[src/rtl/pattern_stream_gen3393.sv]
// Stimulus source for the 3393 pattern identifier: LFSR filler digits with
// the sequence 3,3,9,3 inserted after every GAP fillers, plus a golden hit flag.
module pattern_stream_gen3393 #(
    parameter int unsigned GAP  = 6,
    parameter logic [15:0] SEED = 16'hACE1
) (
    input  logic       clk,
    input  logic       rst_n,
    input  logic       start,
    input  logic       stop,
    input  logic [7:0] burst_len,
    output logic [8:0] data_out,
    output logic       valid,
    output logic       expect_hit,
    output logic       busy,
    output logic       done,
    output logic [7:0] pattern_count,
    output logic [2:0] state
);

    typedef enum logic [2:0] {
        IDLE = 3'd0,
        FILL = 3'd1,
        P0   = 3'd2,
        P1   = 3'd3,
        P2   = 3'd4,
        P3   = 3'd5,
        DONE = 3'd6
    } state_t;

    localparam logic [15:0] GAP_LD = 16'(GAP);

    state_t      cur_state, nxt_state;
    logic [7:0]  rem_cnt, rem_nxt;
    logic [15:0] gap_cnt, gap_nxt;
    logic [15:0] lfsr, lfsr_nxt;
    logic [7:0]  count_nxt;
    logic [8:0]  data_nxt;
    logic        valid_nxt, hit_nxt, busy_nxt, done_nxt;

    function automatic logic [15:0] lfsr_step(input logic [15:0] l);
        return {l[14:0], l[15] ^ l[13] ^ l[12] ^ l[10]};
    endfunction

    // Fold 10..15 down and replace 3 by 4 so filler can never form a 3393.
    function automatic logic [3:0] filler_digit(input logic [15:0] l);
        logic [3:0] d;
        d = l[3:0];
        if (d >= 4'd10) d = d - 4'd10;
        if (d == 4'd3)  d = 4'd4;
        return d;
    endfunction

    always_ff @(posedge clk or negedge rst_n) begin
        if (!rst_n) begin
            cur_state <= IDLE;
            rem_cnt   <= '0;
            gap_cnt   <= '0;
            lfsr      <= SEED;
        end else begin
            cur_state <= nxt_state;
            rem_cnt   <= rem_nxt;
            gap_cnt   <= gap_nxt;
            lfsr      <= lfsr_nxt;
        end
    end

    // rem_cnt and gap_cnt count the digit being shown in the current cycle.
    always_comb begin
        nxt_state = cur_state;
        rem_nxt   = rem_cnt;
        gap_nxt   = gap_cnt;
        lfsr_nxt  = lfsr;
        case (cur_state)
            IDLE: begin
                if (start) begin
                    rem_nxt  = burst_len;
                    gap_nxt  = GAP_LD;
                    lfsr_nxt = SEED;
                    if (burst_len == 8'd0)   nxt_state = DONE;
                    else if (GAP_LD != '0)   nxt_state = FILL;
                    else                     nxt_state = P0;
                end
            end
            FILL, P0, P1, P2, P3: begin
                rem_nxt = rem_cnt - 8'd1;
                if (cur_state == FILL) begin
                    lfsr_nxt = lfsr_step(lfsr);
                    gap_nxt  = gap_cnt - 16'd1;
                end
                if (stop) begin
                    nxt_state = IDLE;
                end else if (rem_cnt == 8'd1) begin
                    nxt_state = DONE;
                end else begin
                    case (cur_state)
                        FILL: nxt_state = (gap_cnt == 16'd1) ? P0 : FILL;
                        P0:   nxt_state = P1;
                        P1:   nxt_state = P2;
                        P2:   nxt_state = P3;
                        default: begin
                            gap_nxt   = GAP_LD;
                            nxt_state = (GAP_LD != '0) ? FILL : P0;
                        end
                    endcase
                end
            end
            DONE:    nxt_state = IDLE;
            default: nxt_state = IDLE;
        endcase
    end

    // Outputs are decoded from the next state so they land in registers.
    always_comb begin
        data_nxt  = '0;
        valid_nxt = 1'b0;
        hit_nxt   = 1'b0;
        busy_nxt  = 1'b0;
        done_nxt  = 1'b0;
        count_nxt = pattern_count;
        case (nxt_state)
            FILL: data_nxt = {5'd0, filler_digit(lfsr_nxt)};
            P0:   data_nxt = 9'd3;
            P1:   data_nxt = 9'd3;
            P2:   data_nxt = 9'd9;
            P3:   data_nxt = 9'd3;
            DONE: done_nxt = 1'b1;
            default: data_nxt = '0;
        endcase
        if (nxt_state inside {FILL, P0, P1, P2, P3}) begin
            valid_nxt = 1'b1;
            busy_nxt  = 1'b1;
        end
        if (nxt_state == P3) begin
            hit_nxt   = 1'b1;
            count_nxt = pattern_count + 8'd1;
        end
        if (cur_state == IDLE && start) count_nxt = '0;
    end

    always_ff @(posedge clk or negedge rst_n) begin
        if (!rst_n) begin
            data_out      <= '0;
            valid         <= 1'b0;
            expect_hit    <= 1'b0;
            busy          <= 1'b0;
            done          <= 1'b0;
            pattern_count <= '0;
        end else begin
            data_out      <= data_nxt;
            valid         <= valid_nxt;
            expect_hit    <= hit_nxt;
            busy          <= busy_nxt;
            done          <= done_nxt;
            pattern_count <= count_nxt;
        end
    end

    assign state = cur_state;

endmodule

[config.mk]
export PLATFORM = sky130hd
export DESIGN_NAME = pattern_stream_gen3393
export DESIGN_NICKNAME = d
export VERILOG_FILES = /design/src/rtl/pattern_stream_gen3393.sv
export SDC_FILE = /design/constraint.sdc
export NUM_CORES = 1
export LEC_CHECK = 0
export BUFFER_PORTS_ARGS = -buffer_cell sky130_fd_sc_hd__buf_2
export CAP_MARGIN = 20
export CORE_MARGIN = 1
export CORE_UTILIZATION = 58
export CTS_CLUSTER_DIAMETER = 80
export CTS_CLUSTER_SIZE = 16
export DETAILED_ROUTE_END_ITERATION = 16
export GPL_TIMING_DRIVEN = 0
export PLACE_DENSITY = 0.76
export RECOVER_POWER = 50
export SYNTH_ARGS = -nofsm -noshare
export SYNTH_HDL_FRONTEND = slang
export SYNTH_SLANG_ARGS = --single-unit
[constraint.sdc]
create_clock -name clk -period 2.9 [get_ports clk]
set_input_delay 0.145 -clock clk [delete_from_list [all_inputs] [get_ports clk]]
set_output_delay 0.145 -clock clk [all_outputs]
set_load 0.01 [all_outputs]
Yosys cells after proc, flatten, opt, wreduce, memory -nomap -nowiden
Cells that the tools add are included.
Word-level totals
  flip-flop bits (word level): 63
Cells by class
  reductions and logical operators: 11
  equality and inequality tests: 16
  $add $sub $neg: 4
  mux-type cells: 27
  bitwise gates (word level): 3
  $lt $le $gt $ge: 1
Operators by type and width (count)
  $mux 16: 7
  $pmux 16 s2: 2
  $mux 8: 3
  $eq 16x1->1 const B: 1
  $pmux 8 s2: 1
  $sub 16x1->16 const B: 1
  $eq 3x3->1 const B: 5
  $eq 3x2->1 const B: 4
  $mux 3: 4
  $mux 4: 3
  $pmux 3 s4: 1
  $pmux 4 s3: 1
  $add 8x1->8 const B: 1
  $eq 8x1->1 const B: 1
  $logic_not 8->1: 1
  $sub 8x1->8 const B: 1
  $eq 3x1->1 const B: 2
  $pmux 3 s2: 1
  $reduce_bool 5->1: 1
  $reduce_or 5->1: 1
  $eq 4x2->1 const B: 1
  $ge 4x4->1 const B: 1
  $ne 2x2->1 const B: 2
  $reduce_bool 2->1: 2
  other kinds (10): 14

Depth between registers and ports, before layout
  depth in word-level cells: 11
  gate-level depth with buffers: 10

Least setup slack after synthesis
OpenSTA, ideal clock, no wires.
  path type: register to register
  from: register cur_state[1] (netlist: state[1])
  to: register data_out[1]
  path slack: 0.615 ns
  period minus slack after synthesis: 2.285 ns
  cell stages (with the launch flop): 10
  data required time: 2.836 ns
  arrival: 2.221 ns
  cells stage by stage: dfrtp_1 -> buf_4 -> o31a_1 -> nor2_1 -> ha_1 -> nand2b_1 -> nand3_1 -> mux2_1 -> o22ai_1 -> a211o_1
Between the ends
  word-level cells in the longest chain between the ends: 9
  elaborated cells between the ends (all ways): 27
RTL lines
  start, declared: line 33  | state_t cur_state, nxt_state;
  start signal, assigned: line 61  | cur_state <= nxt_state;
  $eq 3x1->1 (tied with other cells): line 74, 87, 96
  $reduce_or 5->1 or $mux 16 (tied branches): line 74, 87
  $pmux 16 s2: line 74  | case (cur_state)
  $sub 4x4->4 or $ge 4x4->1 (tied branches): line 49  | if (d >= 4'd10) d = d - 4'd10;
  $mux 4: line 49
  $mux 4: line 121  | case (nxt_state)
  $eq 4x2->1: line 50  | if (d == 4'd3) d = 4'd4;
  $mux 4: line 50
  $pmux 4 s3 (*): line 121
  named net data_nxt[1]: line 38  | logic [8:0] data_nxt;
  end signal, assigned: line 150  | data_out <= data_nxt;
  end, declared: line 12  | output logic [8:0] data_out,
The timed path passes the listed nets; every way through them passes the cells marked *. The select of a mux whose other input is x is not followed.
A chain may end at the register's enable or synchronous reset.

Final worst setup path
Ends and elaborated chain as after synthesis.

==> flow_summary.json <==
{
  "synth-adder-area-share": 0.0245,
  "instances_no_fill": 428,
  "hold_class": "in2reg",
  "netlist_area_sq_um": 3070,
  "leakagePower_uw": 0.00160,
  "slew_headroom": 0.196,
  "cp_num_buf_inv": 1,
  "path_clk_slew_ns": 0.07,
  "ir_drop_mv": 0.606,
  "worst_slack_ns": 0.461,
  "antenna_cells": 0,
  "critical-path-max-stage-delay_ns": 0.48,
  "tightest_slew_ns": 1.21,
  "cts_max_level": 3,
  "setup_viol": 0,
  "portBuffers": 30,
  "cp_cell_sequence": "buf_4 -> o31a_1 -> nor2_1 -> ha_1 -> nand2b_1 -> nand3_1 -> mux2_1 -> o22ai_1 -> a211o_1",
  "pre_cts_slack_ns": 0.459,
  "fin_skew_ns": 0.00729,
  "crit_type": "reg2reg",
  "synth_top_family_by_area": "simple AND/OR/NAND/NOR gates",
  "synth_edf_count": 0,
  "synth-xor-area-share": 0.0571,
  "gp_congestion": 0.844,
  "period_minus_slack_ns": 2.44,
  "post_drt_wl_per_cell_microns": 14.4,
  "antenna_found_initial": 0,
  "synthSimpleGateAreaFrac": 0.207,
  "violations": "design-rule violations",
  "vias": 2399,
  "initial_core_util": 0.601,
  "start_kind": "flop",
  "dpl.hpwl_microns": 4390,
  "setup_tns_ns": 0,
  "clockRootBuffer": "clkbuf_8",
  "areaGrowthSynthToFinish_pct": 15.5,
  "ys_seq_area_frac": 0.476,
  "core_area_sq_um": 5110,
  "synth-main-ff-cell": "dfrtp_1",
  "drt_pass1_iterations": 10,
  "synth-seq-cells": 58,
  "clk_latency_ns": 0.34,
  "most-common-layout-cells": "dfrtp_1 (50), nor2_1 (34), a21oi_1 (23)",
  "drive_gt1_frac": 0.184,
  "cts_tree": "built",
  "cts_resized": 0,
  "die_h_microns": 74.7,
  "crit_slowest_cell": "dfrtp_1",
  "syn_inst": 306,
  "end_kind": "flop",
  "worstPathMaxFanout": 10,
  "vias_per_cell": 5.61,
  "cts_setup_buffers": 0,
  "grt_start_max_net_pins": 38,
  "crit_arrival_ns": 2.72,
  "ant_nets": 0,
  "crit_family": "compound AO/OA/AOI/OAI gates",
  "hold_slack_ns": 0.0704,
  "yosysUniqueCellTypes": 58,
  "cts_buffers": 9,
  "grt_overflow": 0,
  "postCtsHoldBufs": 1,
  "grt_usage": 0.251,
  "drt-initial-drc-count": 109,
  "die_x_microns": 74.7,
  "clockBufferDepth": 2,
  "grt_pass1_wl_microns": 10300,
  "synth-compound-area-share": 0.177,
  "hold_violations": 0,
  "nets": 371,
  "finalMaxSlewViolations": 0,
  "rsz0062_at_grt": "false",
  "max_freq_mhz": 410,
  "required_ns": 3.18,
  "yosys_warnings": 0,
  "timing.final.crit_share": 0.841,
  "dp.cells": 411,
  "syn_area_per_cell_sq_um": 10.0,
  "grt_pass1_vias": 2230,
  "clock_sinks": 58,
  "p_per_area_nw_per_um2": 1080,
  "async_reset_ff_frac": 1.00,
  "dieArea_sq_um": 5580,
  "synth_mux_area_frac": 0.0106,
  "io-pin-count": 36,
  "layout_commonest_cell": "dfrtp_1",
  "status": "finished with violations",
  "fp-row-count": 26,
  "route.detailed.drc": 1,
  "cap_violations": 0,
  "drt_wl_total_microns": 6170
}
==> where the power goes <==
part | switching [uW] | internal [uW]
sequential | 271 | 1130
clock | 322 | 491
combinational | 913 | 683
==> state kept, by name (all words and copies together) (netlist names) <==
name and flops:
state 3, lfsr 16, gap_cnt 16, pattern_count 8, busy 1, data_out 4, expect_hit 1, done 1
rem_cnt 8
==> cell type report <==
type	instances	area (sq um)
Timing Repair Buffer	32	150
Multi-Input combinational cell	224	1480
Tap cell	70	87.6
Fill cell	413	1560
Inverter	12	45.0
Buffer	16	97.6
Sequential cell	58	1460
Clock buffer	13	179
Clock inverter	3	45.0
==> cells by family (layout without fill, tap and decap cells) <==
family	after synthesis	after routing
muxes	3	3
and+or+nand+nor	115	115
xor gates and xnor gates	20	20
AOI/OAI and AO/OA	75	75
other	1	5
buffers and inverters	28	76
adders and majority gates	6	6
DFF	58	58
==> cell usage after synthesis (all sizes together) (7+ instances only) <==
cell	number	area [sq um]
a221o	7	70.1
nor2	34	128
xnor2	11	96.3
nor4	7	58.8
xor2	9	78.8
nand3	9	45.0
dfrtp	50	1250
nor3	12	76.3
buf	9	71.3
o21ai	14	70.1
clkbuf	7	26.3
a21oi	25	140
dfstp	8	210
nand2	21	78.8
inv	12	45.0
==> metrics by stage <==
stage          area, sq um   util  power, uW
2_1_floorplan         3080      -       2610
3_3_place_gp          3320  0.650       2950
3_5_place_dp          3340  0.654       3010
4_1_cts               3570  0.700       3850
5_1_grt               3540  0.694       4120
6_report              3540  0.694       3810
==> path summary, 6_finish.rpt <==
check / from / to / slack [ns] / depth (start not counted)
min in group asynchronous: rst_n / rem_cnt[1] / 0.58 / 2
max in group asynchronous: rst_n / gap_cnt[4] / 0.82 / 3
worst min-delay path: burst_len[0] / rem_cnt[0] / 0.07 / 2
worst max-delay path: state[1] / data_out[1] / 0.46 / 9
worst min register to register: gap_cnt[15] / gap_cnt[15] / 0.48 / 1
worst max register to register: state[1] / data_out[1] / 0.46 / 9
==> layer usage <==
layer  up-vias  routed length [microns]  part of all wire  track usage
met5         -                        0                 0            0
met1      1167                     2870              0.47        0.323
met3        11                      212             0.034       0.0763
met4         0                       99             0.016       0.0797
li1       1184                        -                 -            -
met2        37                     2990              0.48        0.409
Power figures use the tool's default switching activity.
